### config.mk
export PLATFORM = sky130hd
export DESIGN_NAME = uart_rx_fifo
export DESIGN_NICKNAME = d
export VERILOG_FILES = /design/src/rtl/uart_rx_fifo.sv
export SDC_FILE = /design/constraint.sdc
export NUM_CORES = 1
export LEC_CHECK = 0
export CAP_MARGIN = 20
export CORE_MARGIN = 1
export CORE_UTILIZATION = 40
export DETAILED_ROUTE_END_ITERATION = 12
export DONT_BUFFER_PORTS = 1
export PLACE_DENSITY = 0.58
export SETUP_SLACK_MARGIN = 0.02
export SLEW_MARGIN = 20
export SYNTH_ARGS = -nofsm -noshare
export SYNTH_HDL_FRONTEND = slang
export SYNTH_SLANG_ARGS = --single-unit
### constraint.sdc
create_clock -name clk -period 8.31 [get_ports clk]
set_clock_uncertainty 0.2 [all_clocks]
set_input_delay 2.493 -clock clk [delete_from_list [all_inputs] [get_ports clk]]
set_output_delay 2.493 -clock clk [all_outputs]
set_load 0.05 [all_outputs]
### src/rtl/uart_rx_fifo.sv
// Oversampling UART receiver with runtime frame format and baud divider.
// Received characters and their error flags are queued in a small FIFO.
module uart_rx_fifo #(
    parameter int WIDTH_CONFIG_ADDR = 4,
    parameter int WIDTH_CONFIG_DATA = 16,
    parameter int OVERSAMPLE        = 16,
    parameter int DIV_RST           = 26,
    parameter int FIFO_DEPTH        = 4
) (
    input  logic                         clk,
    input  logic                         rst,
    input  logic                         in,
    input  logic [WIDTH_CONFIG_ADDR-1:0] c_addr,
    input  logic [WIDTH_CONFIG_DATA-1:0] c_data,
    input  logic                         c_valid,
    output logic                         c_ready,
    output logic [7:0]                   out,
    output logic [2:0]                   error,
    output logic                         valid_out,
    input  logic                         ready_out
);

    localparam int AW = $clog2(FIFO_DEPTH);
    localparam int SW = $clog2(OVERSAMPLE);
    localparam int DW = WIDTH_CONFIG_DATA;
    localparam logic [SW-1:0] HALF_LAST = SW'(OVERSAMPLE / 2 - 1);
    localparam logic [SW-1:0] FULL_LAST = SW'(OVERSAMPLE - 1);
    localparam logic [WIDTH_CONFIG_ADDR-1:0] FMT_A = WIDTH_CONFIG_ADDR'(4'b0100);
    localparam logic [WIDTH_CONFIG_ADDR-1:0] DIV_A = WIDTH_CONFIG_ADDR'(4'b0101);

    typedef enum logic [2:0] {IDLE, START, DATA, PARITY, STOP, PUSH} state_t;

    state_t        state;
    logic          s1, s2, line_hi;
    logic [1:0]    cfg_bits, cfg_par, f_bits, f_par;
    logic          cfg_stop, f_stop, stop_n;
    logic [DW-1:0] div, tcnt;
    logic [SW-1:0] scnt;
    logic [2:0]    bcnt;
    logic [7:0]    data;
    logic          par_err, frm_err;
    logic          tick, samp, par_en, par_exp;

    assign c_ready = (state == IDLE);
    assign tick    = (state != IDLE) && (state != PUSH) && (tcnt == div);
    assign samp    = tick && (scnt == ((state == START) ? HALF_LAST : FULL_LAST));
    assign par_en  = (f_par == 2'b01) || (f_par == 2'b10);
    assign par_exp = (^data) ^ (f_par == 2'b10);

    always_ff @(posedge clk or negedge rst) begin
        if (!rst) begin
            s1 <= 1'b1;
            s2 <= 1'b1;
        end else begin
            s1 <= in;
            s2 <= s1;
        end
    end

    always_ff @(posedge clk or negedge rst) begin
        if (!rst) begin
            cfg_bits <= 2'd3;
            cfg_par  <= 2'd0;
            cfg_stop <= 1'b0;
            div      <= DW'(DIV_RST);
        end else if (c_valid && c_ready) begin
            if (c_addr == FMT_A)
                {cfg_stop, cfg_par, cfg_bits} <= c_data[4:0];
            else if (c_addr == DIV_A)
                div <= c_data;
        end
    end

    // Frame settings are snapshotted at the start edge; line_hi blocks re-triggering on a held break.
    always_ff @(posedge clk or negedge rst) begin
        if (!rst) begin
            state   <= IDLE;
            line_hi <= 1'b0;
            tcnt    <= '0;
            scnt    <= '0;
            bcnt    <= '0;
            stop_n  <= 1'b0;
            data    <= '0;
            par_err <= 1'b0;
            frm_err <= 1'b0;
            f_bits  <= 2'd3;
            f_par   <= 2'd0;
            f_stop  <= 1'b0;
        end else begin
            tcnt <= tick ? '0 : tcnt + 1'b1;
            if (tick)
                scnt <= samp ? '0 : scnt + 1'b1;
            case (state)
                IDLE: begin
                    if (s2) begin
                        line_hi <= 1'b1;
                    end else if (line_hi) begin
                        state   <= START;
                        line_hi <= 1'b0;
                        tcnt    <= '0;
                        scnt    <= '0;
                        bcnt    <= '0;
                        data    <= '0;
                        par_err <= 1'b0;
                        frm_err <= 1'b0;
                        f_bits  <= cfg_bits;
                        f_par   <= cfg_par;
                        f_stop  <= cfg_stop;
                    end
                end
                START: begin
                    if (samp)
                        state <= s2 ? IDLE : DATA;
                end
                DATA: begin
                    if (samp) begin
                        data[bcnt] <= s2;
                        if (bcnt == {1'b1, f_bits}) begin
                            state  <= par_en ? PARITY : STOP;
                            stop_n <= f_stop;
                        end else begin
                            bcnt <= bcnt + 1'b1;
                        end
                    end
                end
                PARITY: begin
                    if (samp) begin
                        par_err <= (s2 != par_exp);
                        state   <= STOP;
                    end
                end
                STOP: begin
                    if (samp) begin
                        if (!s2)
                            frm_err <= 1'b1;
                        if (stop_n)
                            stop_n <= 1'b0;
                        else
                            state <= PUSH;
                    end
                end
                PUSH:    state <= IDLE;
                default: state <= IDLE;
            endcase
        end
    end

    logic [10:0]   mem [FIFO_DEPTH];
    logic [AW-1:0] wptr, rptr, rptr_n;
    logic [AW:0]   count, count_n;
    logic          ovr, push, pop, full, do_push;
    logic [10:0]   wdata, head_n;

    assign push    = (state == PUSH);
    assign pop     = valid_out && ready_out;
    assign full    = (count == (AW+1)'(FIFO_DEPTH));
    assign do_push = push && (!full || pop);
    assign wdata   = {ovr, par_err, frm_err, data};
    assign count_n = count + (AW+1)'(do_push) - (AW+1)'(pop);
    assign rptr_n  = rptr + AW'(pop);
    // When the FIFO drains to nothing this cycle, the incoming entry becomes the head directly.
    assign head_n  = ((count - (AW+1)'(pop)) == '0) ? wdata : mem[rptr_n];

    always_ff @(posedge clk) begin
        if (do_push)
            mem[wptr] <= wdata;
    end

    always_ff @(posedge clk or negedge rst) begin
        if (!rst) begin
            wptr      <= '0;
            rptr      <= '0;
            count     <= '0;
            ovr       <= 1'b0;
            valid_out <= 1'b0;
            out       <= '0;
            error     <= '0;
        end else begin
            wptr  <= wptr + AW'(do_push);
            rptr  <= rptr_n;
            count <= count_n;
            if (push && !do_push)
                ovr <= 1'b1;
            else if (do_push)
                ovr <= 1'b0;
            valid_out <= (count_n != '0);
            {error, out} <= (count_n != '0) ? head_n : 11'd0;
        end
    end

endmodule

==> Word-level counts from Yosys, hierarchy flattened <==
Memories as Yosys holds them, arrays and structs flattened.
Cells that the tools add are included.
{ "totals": {"latch_bits": 0, "ff_bits": 86, "out_inout_bits": 13, "mem_bits_rw": 44, "memories": 1, "mem_bits_ro": 0} }
{ "classes": {"mux": 51, "shifts": 0, "eq_ne": 25, "order_cmp": 2, "n_mul": 0, "n_reduce_logical": 31, "add_sub_neg": 8, "n_bitwise": 3, "div": 0} }
{ "mem_list": {"columns": ["name", "words", "word_bits", "read_ports", "rd_clocked_by_memory_dff", "write_ports", "line", "source"], "rows": [
  ["mem", 4, 11, 1, 0, 1, "148", "logic [10:0] mem [FIFO_DEPTH];"]
]} }
{ "ops": {"columns": ["op", "count"], "rows": [
  ["two-way mux 16 bit", 4],
  ["two-way mux 3 bit", 13],
  ["two-way mux 4 bit", 6],
  ["two-way mux 8 bit", 3],
  ["two-way mux 11 bit", 2],
  ["inequality test 2 bit (second input constant)", 9],
  ["adder 16 x 1 -> 16 bit (second input constant)", 1],
  ["== test 16 bit", 1],
  ["case mux 8 bit (2 select lines)", 1],
  ["case mux 3 bit (5 select lines)", 1],
  ["two-way mux 1 bit", 14],
  ["AND reduction 4 bit", 3],
  ["AND reduction 5 bit", 2],
  ["nonzero test 2 bit", 5],
  ["== test 3 bit (second input constant)", 3],
  ["bitwise mux 8 bit", 1],
  ["== test 4 x 3 -> 1 bit (second input constant)", 2],
  ["logical AND 1 bit", 8],
  ["AND reduction 8 bit", 1],
  ["parity 8 bit", 1],
  ["== test 3 x 2 -> 1 bit (second input constant)", 2],
  ["zero test 3 bit", 2],
  ["case mux 1 bit (2 select lines)", 3],
  ["case mux 3 bit (2 select lines)", 1],
  ["24 further kinds", 31]
]} }

==> Longest topological paths before layout <==
Gate-level depths: netlist of run 1.
{ "logic_depth": {"word_depth": 9, "ltp_mapped": 13, "depth_no_buf": 11} }

==> Least setup slack after synthesis of run 1 <==
OpenSTA, ideal clock, no wires.
{ "synth_timing": {"path_type": "in2reg", "startpoint": "input ready_out", "endpoint": "register error[0]", "required_ps": 7978, "setup_time_ps": 132, "path_buffers": 1, "t_arrival_ps": 4721, "slack_ps": 3257, "cell_stages": 12, "path_cell_list": "nand2_1 a41oi_1 inv_1 ha_1 inv_1 ha_1 fa_1 xnor2_1 xnor2_1 nor3_1 clkbuf_1 nor2_1"} }
{ "synth_between": {"elab_chain_len": 7} }
{ "synth_lines": {"columns": ["element", "line", "source"], "rows": [
  ["from (decl)", "20", "input logic ready_out"],
  ["logical AND 1 bit (*)", "155", "assign pop = valid_out && ready_out;"],
  ["logical OR 1 bit", "157", "assign do_push = push && (!full || pop);"],
  ["logical AND 1 bit", "157", null],
  ["adder 3 x 1 -> 3 bit", "159", "assign count_n = count + (AW+1)'(do_push) - (AW+1)'(pop);"],
  ["subtractor 3 x 1 -> 3 bit (*)", "159", null],
  ["via count_n[2]", "150", "logic [AW:0] count, count_n;"],
  ["nonzero test 3 bit (*)", "187", "{error, out} <= (count_n != '0) ? head_n : 11'd0;"],
  ["two-way mux 11 bit (*)", "187", null],
  ["to (signal assigned)", "187", null],
  ["to (decl)", "18", "output logic [2:0] error,"]
]} }
Mark *: on every way through the listed nets, which the timed path passes. The rest lies on a longest branch.
A chain may end at the register's enable or synchronous reset.

==> Worst setup path after layout of run 1 <==
Ends and elaborated chain as after synthesis.

==> results of run 1 <==
-- cells by family (layout without fill, tap and decap cells) --
| group | count (synthesis) | in the layout | synth area share (%) |
|---|---|---|---|
| DFF | 130 | 130 | 59.51 |
| and+or+nand+nor | 138 | 138 | 12.18 |
| AOI/OAI and AO/OA | 52 | 52 | 5.278 |
| muxes | 46 | 46 | 10.68 |
| adders and majority gates | 10 | 10 | 2.265 |
| xor gates and xnor gates | 48 | 48 | 7.821 |
| buffers and inverters | 29 | 52 | 2.265 |
-- worst max path at each step --
stage	end	slack (ns)	cells past startpoint	from
6_report	error[0]$_DFF_PN0_	3.64	12	ready_out
5_1_grt	error[0]$_DFF_PN0_	3.35	12	ready_out
4_1_cts	error[0]$_DFF_PN0_	3.67	12	ready_out
3_5_place_dp	error[0]$_DFF_PN0_	3.23	12	ready_out
3_3_place_gp	error[0]$_DFF_PN0_	3.36	12	ready_out
2_1_floorplan	error[0]$_DFF_PN0_	3.26	12	ready_out
-- power by group through the flow --
stage	sequential, µW	clock, µW	combinational (µW)
2_1_floorplan	894	0	405
3_3_place_gp	917	0	475
3_5_place_dp	919	0	489
4_1_cts	907	683	492
5_1_grt	922	712	546
6_report	906	662	480
-- stage by stage --
| stage | total power (µW) | instance area (µm²) | worst slack (ns) | cells | hold WS (ns) |
|---|---|---|---|---|---|
| 2_1_floorplan | 1299 | 5856 | 3.257 | 453 | 0.1452 |
| 3_3_place_gp | 1392 | 6047 | 3.356 | 624 | 0.1479 |
| 3_5_place_dp | 1409 | 6047 | 3.229 | 624 | 0.1468 |
| 4_1_cts | 2082 | 6581 | 3.668 | 656 | 0.1549 |
| 5_1_grt | 2179 | 6590 | 3.347 | 656 | 0.1577 |
| 6_report | 2048 | 6590 | 3.644 | 656 | 0.1546 |
-- per-layer routing --
metal	vias to the layer above	track usage (%)	part of all wire [%]
met4	0	5.422	0.92
met3	9	5.074	3.7
met5	-	0	0
li1	1626	-	-
met2	56	26.40	50
met1	1690	19.75	46
-- state kept, by name, indices dropped and copies added (netlist names), 2 cells and up --
name and count:
wptr 2, f_par 2, cfg_par 2, count 3, cfg_bits 2, mem 44
data 8, bcnt 3, rptr 2, scnt 4, state 3, f_bits 2
error 3, tcnt 16, div 16, out 8
-- area by class of cell --
| cell class | count | area, µm² | share of cell area [%] |
|---|---|---|---|
| Inverter | 15 | 56.30 | 0.8544 |
| Clock inverter | 15 | 108.9 | 1.652 |
| Multi-Input combinational cell | 294 | 2252 | 34.18 |
| Tap cell | 180 | 225.2 | 3.418 |
| Sequential cell | 130 | 3485 | 52.88 |
| Clock buffer | 17 | 425.4 | 6.455 |
| Timing Repair Buffer | 5 | 37.54 | 0.5696 |
-- worst max-delay path, stage by stage --
cell	delay (ns)
nand2_1	0.05
a41oi_1	0.42
inv_1	0.18
ha_1	0.31
inv_1	0.04
ha_1	0.18
fa_1	0.38
xnor2_1	0.15
xnor2_1	0.14
nor3_1	0.14
buf_4	0.22
nor2_1	0.08
-- cells in the final DEF (no fill, tap or decap), drive strengths merged, types with 11 or more instances in the layout --
| master | n |
|---|---|
| mux2 | 22 |
| mux2i | 13 |
| o21ai | 23 |
| nand3 | 15 |
| edfxtp | 44 |
| nor2 | 43 |
| xnor2 | 35 |
| a21oi | 14 |
| nand2 | 41 |
| dfrtp | 77 |
| inv | 19 |
| clkbuf | 17 |
| mux4 | 11 |
| xor2 | 13 |
==> reports/results.tsv, run 1 <==
metric	value	unit
synthesis.area	5856	µm²
synth.net_count	488	
synth_warnings	0	
async_flop_share	66.15	%
grt.total_usage	15.97	%
powerDensity	310.8	nW/µm²
r2r_start	state[2]$_DFFE_PN0P_	
crit_fanout	12	
htree_levels	4	
fmax	214.3	MHz
nFillCells	1289	
placementRows	43	
dp_hpwl	6983	µm
nets	498	
whs_path_depth	0	
hold_end	s2$_DFF_PN1_	
syn_inst	453	
die_y	123.0	µm
finalCriticalPeriod	4.666	ns
ys_ff_latch	130	
synthToLayoutAreaGrowth	12.54	%
setup_violations	0	
antenna_found_initial	0	
reg2reg_setup_slack	4.83	ns
wirelength	10650	µm
cts_tree	built	
drc	0	
port_buffers	0	
fin_crit_sh	56.15	%
synthFlopType	dfrtp_1	
outcome	finished clean	
synth_common_cells	dfrtp_1 (77), edfxtp_1 (44), nor2_1 (42)	
worstMarginPinSlew	0.8076	ns
gr-total-overflow	0	
cp-end-kind	flop	
die_area	15130	µm²
cap_violations	0	
drv_slew	0	
rsz0062_at_grt	false	
grt_pass1_wl	17870	µm
postSynthAreaPerCell	12.93	µm²
synth_edf_count	44	
yosysMostFrequentCell	dfrtp_1	
synth.distinct_cells	57	
ir_worst_vdd	0.1539	mV
synth_top_cell_by_area	dfrtp_1	
clk_path_buf_depth	2	
hold_viol_final	0	
cts_buffers	17	
fin_util	46.75	%
cts_root_buf	clkbuf_16	
coreArea	14100	µm²
slew_headroom	46.01	%
p_leak	0.002740	µW
start_kind	input port	
ctsResizeCount	0	
cts_setup_buffers	0	
pin_count	38	
route.vias.total	3381	
worst-setup-path-type	input port to flop	
pwr-share-comb	23.4	%
ys_seq_area_share	59.51	%
initial_utilization	41.54	%
gp_congestion	0.7856	
swShare	32.39	%
cp.arrival	4.76	ns
p_switching	663.4	µW
fin_setup_tns	0	ns
netlist.area_leader.share	32.91	%
p_seq_share	44.2	%
cts.sinks	130	
r2r-end	error[0]$_DFF_PN0_	
worst_ep_required_time	8.40	ns
p_int	1385	µW
drive_above_1_share	19.75	%
synth_area_leaders	dfrtp_1 (33%), edfxtp_1 (23%), xnor2_1 (4.5%)	
min_from	s1$_DFF_PN1_	
pwr-share-clk	32.3	%
grt_pass1_vias	3528	
clk_latency	0.41	ns
holdBufCountCts	0	
wire_per_inst	16.24	µm
drt-initial-drc-count	250	
hold_class	flop to flop	
drt_first_pass_iters	4	
viasPerCell	5.154	
rr_worst_depth	12	
die_w	123.0	µm
path_clk_slew	0.06	ns
diodes	0	
grt_start_max_net_pins	87	
ant_nets	0	
Note: power is estimated with default switching activity, not from simulation.
==> run 2, diff against run 1 <==
- clock period: 8.31 -> 4.9 ns (I/O delays scaled with it)
==> reports/results.tsv, run 2 (same netlist as run 1, synthesis figures left out) <==
metric	value	unit	change
outcome	finished clean		
clk_latency	0.41	ns	about the same
diodes	0		unchanged
worstMarginPinSlew	0.7733	ns	-0.03423 ns
fin_crit_sh	74.39	%	
drv_slew	0		unchanged
htree_levels	4		unchanged
fin_setup_tns	0	ns	unchanged
powerDensity	538.6	nW/µm²	+73%
nets	500		+0.40%
layout_setup_ws	1.255	ns	-2.389 ns
clk_path_buf_depth	2		unchanged
wire_per_inst	16.05	µm	-1.2%
path_clk_slew	0.06	ns	about the same
gr-total-overflow	0		unchanged
ctsResizeCount	0		unchanged
finalCriticalPeriod	3.645	ns	
pin_count	38		unchanged
initial_utilization	41.54	%	unchanged
cts_setup_buffers	0		unchanged
start_kind	input port		
port_buffers	0		unchanged
critPathBufInv	3		unchanged
placementRows	43		unchanged
cts_tree	built		
die_y	123.0	µm	unchanged
p_leak	0.002764	µW	+0.88%
coreArea	14100	µm²	unchanged
worst-setup-path-type	input port to flop		
grt.total_usage	15.93	%	-0.033 points
slew_headroom	48.30	%	+2.3 points
antenna_found_initial	0		unchanged
design_area	6644	µm²	+0.82%
dp_hpwl	6989	µm	about the same
die_w	123.0	µm	unchanged
fmax	274.3	MHz	
final_common_cell	dfrtp_1		
gp_congestion	0.7811		-0.57%
grt_pass1_wl	17860	µm	about the same
hold_viol_final	0		unchanged
largest_reg_flops	44		unchanged
dp_slack	0.8450	ns	-2.384 ns
ant_nets	0		unchanged
drt-initial-drc-count	267		+6.8%
place_area	6057	µm²	+0.17%
cts_buffers	17		unchanged
path_cells	nand2_1 > a41oi_1 > inv_1 > ha_1 > inv_1 > ha_1 > fa_1 > xnor2_1 > xnor2_1 > nor3_1 > buf_4 > nor2_1		
rsz0062_at_grt	false		
largest_registers	mem: 44 flops, div: 16 flops, tcnt: 16 flops		
route.vias.total	3377		-0.12%
grt_pass1_vias	3551		+0.65%
wirelength	10560	µm	-0.88%
cp.arrival	3.74	ns	-1.02 ns
final_cell_mix	dfrtp_1 (77), edfxtp_1 (44), nor2_1 (42)		
drive_above_1_share	19.67	%	-0.083 points
crit_fanout	12		unchanged
cpPeakStageDelay	0.44	ns	+0.02 ns
die_area	15130	µm²	unchanged
drc	0		unchanged
worst_ep_required_time	4.99	ns	-3.41 ns
fin_util	47.13	%	+0.38 points
cp_slowest_cell	a41oi_1		
path_delay_family	adder cells		
viasPerCell	5.132		-0.42%
regMostFlops	mem		
setup_violations	0		unchanged
cts_root_buf	clkbuf_16		
cap_violations	0		unchanged
ir_worst_vdd	0.3261	mV	+110%
drt_first_pass_iters	4		unchanged
synthToLayoutAreaGrowth	13.46	%	
nFillCells	1251		-2.9%
cts.sinks	130		unchanged
holdBufCountCts	0		unchanged
cp-end-kind	flop		
hold_class	flop to flop		
grt_start_max_net_pins	87		unchanged
run 2: cell count changes in the layout (fill, tap and decap cells not counted), sizes merged:
cell / before / now
buf: 5 / 7
bufinv: 0 / 2
clkbuf: 17 / 20
clkinv: 10 / 4
clkinvlp: 1 / 4
inv: 19 / 17
run 2: per-stage QoR:
| step | total power, µW | hold WS [ns] | instances |
|---|---|---|---|
| final | 3579 | 0.1608 | 658 |
| after global placement | 2360 | 0.1480 | 626 |
| after global routing | 3782 | 0.1635 | 658 |
| after detailed placement | 2379 | 0.1532 | 626 |
| after floorplan | 2203 | 0.1452 | 453 |
| after CTS | 3626 | 0.1607 | 658 |
run 2: area by class of cell:
cell class | instances | area (µm²) | share of cell area [%]
Clock buffer | 20 | 456.7 | 6.874
Clock inverter | 12 | 130.1 | 1.959
Inverter | 15 | 56.30 | 0.8475
Multi-Input combinational cell | 294 | 2238 | 33.69
Sequential cell | 130 | 3485 | 52.45
Tap cell | 180 | 225.2 | 3.390
Timing Repair Buffer | 7 | 52.55 | 0.7910
run 2: power by group:
part / internal [µW] / total, µW / switching [µW]
sequential: 1300 / 1530 / 239
combinational: 407 / 811 / 405
clock: 775 / 1230 / 458
total: 2480 / 3580 / 1100
run 2: per-layer routing:
metal	track usage [%]	vias up	part of all wire (%)
met5	0	-	0
li1	-	1640	-
met3	4.935	8	4.3
met4	6.250	0	1.0
met1	20.28	1668	47
met2	25.39	61	48
run 2: worst paths after layout:
path | startpoint | to | slack [ns] | cells after the start
max | ready_out | error[2]$_DFF_PN0_ | 1.25 | 12
min | s1$_DFF_PN1_ | s2$_DFF_PN1_ | 0.16 | 0
max reg2reg | state[2]$_DFFE_PN0P_ | error[2]$_DFF_PN0_ | 1.44 | 12
min reg2reg | s1$_DFF_PN1_ | s2$_DFF_PN1_ | 0.16 | 0
max in group asynchronous | rst | s2$_DFF_PN1_ | 3.73 | 0
min in group asynchronous | rst | wptr[0]$_DFF_PN0_ | 0.55 | 0
==> run 3, diff against run 2 <==
- ABC_AREA: unset -> 1
- clock period: 4.9 -> 3.8 ns (I/O delays scaled with it)
==> reports/results.tsv, run 3 <==
metric	value	unit	change
design_area	6818	µm²	+2.6%
r2r_start	valid_out$_DFF_PN0_		
cts_setup_buffers	0		unchanged
fmax	332.7	MHz	
worstMarginPinSlew	0.6806	ns	-0.09272 ns
grt_pass1_vias	4070		+15%
place_area	6238	µm²	+3.0%
initial_utilization	41.11	%	-0.43 points
finalCriticalPeriod	3.006	ns	
final_common_cell	nand2_1		
path_cells	nand2_1 > inv_1 > nor3_1 > nor2_1 > inv_1 > ha_1 > inv_1 > ha_1 > fa_1 > xnor2_1 > nor3_1 > buf_4 > nor2_1		
nFillCells	1350		+7.9%
setup_violations	0		unchanged
path_clk_slew	0.06	ns	about the same
ys_seq_area_share	58.09	%	-1.4 points
ctsResizeCount	0		unchanged
holdBufCountCts	0		unchanged
critPathBufInv	4		+1
synthAdderAreaFrac	2.211	%	-0.054 points
clk_path_buf_depth	2		unchanged
drt-initial-drc-count	191		-28%
coreArea	14590	µm²	+3.5%
multiInputGateArea	2188	µm²	-2.2%
regMostFlops	mem		
yosysMostFrequentCell	nand2_1		
grt_start_max_net_pins	87		unchanged
cp_common_cell	inv_1		
gp_congestion	0.8417		+7.8%
route.vias.total	4137		+23%
synth_top_family_by_area	simple AND/OR/NAND/NOR gates		
drv_slew	0		unchanged
crit_fanout	12		unchanged
hold_class	flop to flop		
yosys.area_share.xor_xnor	3.650	%	-4.2 points
die_area	15490	µm²	+2.4%
placementRows	44		+2.3%
grt.total_usage	16.11	%	+0.18 points
outcome	finished clean		
htree_levels	4		unchanged
drt_first_pass_iters	6		+2
cp_slowest_cell	fa_1		
hold_viol_final	0		unchanged
ant_nets	0		unchanged
synth.distinct_cells	44		-23%
min_from	s1$_DFF_PN1_		
synthMuxAreaShare	1.648	%	-9.0 points
synth_edf_count	44		unchanged
wire_per_inst	13.51	µm	-16%
powerDensity	810.3	nW/µm²	+50%
worst-setup-path-type	input port to flop		
ir_worst_vdd	0.3644	mV	+12%
cts.sinks	130		unchanged
regArea	3485	µm²	unchanged
synthSimpleGateAreaFrac	20.92	%	+8.7 points
drive_above_1_share	13.94	%	-5.7 points
drc	0		unchanged
start_kind	input port		
viasPerCell	4.943		-3.7%
slew_headroom	54.58	%	+6.3 points
die_w	124.5	µm	+1.2%
synth_top_cell_by_area	dfrtp_1		
synthToLayoutAreaGrowth	13.66	%	
grt_pass1_wl	19620	µm	+9.8%
path_delay_family	adder cells		
dp_hpwl	7585	µm	+8.5%
gr-total-overflow	0		unchanged
cts_root_buf	clkbuf_16		
largest_registers	mem: 44 flops, div: 16 flops, tcnt: 16 flops		
async_flop_share	66.15	%	unchanged
fin_total_pwr	5525	µW	+54%
cts_buffers	17		unchanged
clk_latency	0.42	ns	about the same
cpPeakStageDelay	0.38	ns	-0.06 ns
die_y	124.5	µm	+1.2%
p_leak	0.002973	µW	+7.6%
synth_compound_area_share	8.052	%	+2.8 points
synth_common_cells	nand2_1 (111), nor2_1 (89), dfrtp_1 (77)		
cp.arrival	3.10	ns	-0.64 ns
ys_ff_latch	130		unchanged
fin_setup_tns	0	ns	unchanged
pin_count	38		unchanged
cap_violations	0		unchanged
nets	675		+35%
worst_ep_required_time	3.90	ns	-1.09 ns
synthFlopType	dfrtp_1		
largest_reg_flops	44		unchanged
cp-end-kind	flop		
cts_tree	built		
synth_warnings	0		unchanged
postSynthAreaPerCell	9.567	µm²	-26%
dp_slack	0.3329	ns	-0.5121 ns
synth_area_leaders	dfrtp_1 (32%), edfxtp_1 (22%), nand2_1 (6.9%)		
synthesis.area	5998	µm²	+2.4%
layout_setup_ws	0.7941	ns	-0.4607 ns
antenna_found_initial	0		unchanged
crit_start	ready_out		
wirelength	11310	µm	+7.1%
port_buffers	0		unchanged
diodes	0		unchanged
syn_inst	627		+38%
synth.net_count	662		+36%
final_cell_mix	nand2_1 (111), nor2_1 (89), dfrtp_1 (77)		
fin_crit_sh	79.10	%	
netlist.area_leader.share	32.12	%	-0.78 points
rsz0062_at_grt	false		
[run 3: cell count changes after synthesis, sizes merged, moves of 6 or more]
| cell | previous run | this run |
|---|---|---|
| mux2 | 22 | 7 |
| mux4 | 11 | 0 |
| xnor2 | 35 | 12 |
| nor2 | 43 | 97 |
| nand3 | 15 | 28 |
| inv | 15 | 70 |
| nand2 | 41 | 115 |
| o22ai | 0 | 12 |
| mux2i | 13 | 2 |
| o21ai | 23 | 54 |
| clkbuf | 8 | 14 |
| nor3 | 3 | 24 |
[run 3: stage by stage]
stage / std cells / util, % / hold WS, ns
floorplan: 627 / - / 0.1452
finish: 837 / 46.73 / 0.1566
detailed placement: 805 / 42.76 / 0.1492
global placement: 805 / 42.76 / 0.1489
global route: 837 / 46.73 / 0.1682
CTS: 837 / 46.73 / 0.1576
[run 3: power by group]
part	total, µW	switching, µW	internal, µW
combinational	1650	1040	609
sequential	2290	452	1830
clock	1580	605	980
[run 3: layout make-up]
class | instances | share of cell area, %
flip-flops and latches | 130 | 51.11
repair buffers | 9 | 0.9910
clock inverters | 13 | 2.000
well taps | 184 | 3.377
inverters | 70 | 3.927
multi-input cells | 412 | 32.10
clock buffers | 19 | 6.497
[run 3: final timing paths]
check / end / slack [ns] / cells after the start
setup / recovery: error[1]$_DFF_PN0_ / 0.79 / 13
hold / removal: s2$_DFF_PN1_ / 0.16 / 0
hold reg to reg: s2$_DFF_PN1_ / 0.16 / 0
setup reg to reg: error[1]$_DFF_PN0_ / 0.81 / 13
min in group asynchronous: tcnt[4]$_DFF_PN0_ / 0.21 / 0
max in group asynchronous: f_bits[0]$_DFFE_PN1P_ / 2.98 / 0
[run 3: cell families after synthesis]
family                     after synthesis
AOI/OAI and AO/OA                       90
adders and majority gates               10
buffers and inverters                   85
xor gates and xnor gates                25
DFF                                    130
muxes                                    9
and+or+nand+nor                        278
[run 3: routing by layer]
metal / global-route usage (%) / up-vias / share of wire (%)
met3: 4.983 / 12 / 4.2
met1: 20.94 / 1972 / 48
met2: 25.25 / 72 / 47
met4: 5.882 / 0 / 1.2
li1: - / 2081 / -
met5: 0 / - / 0
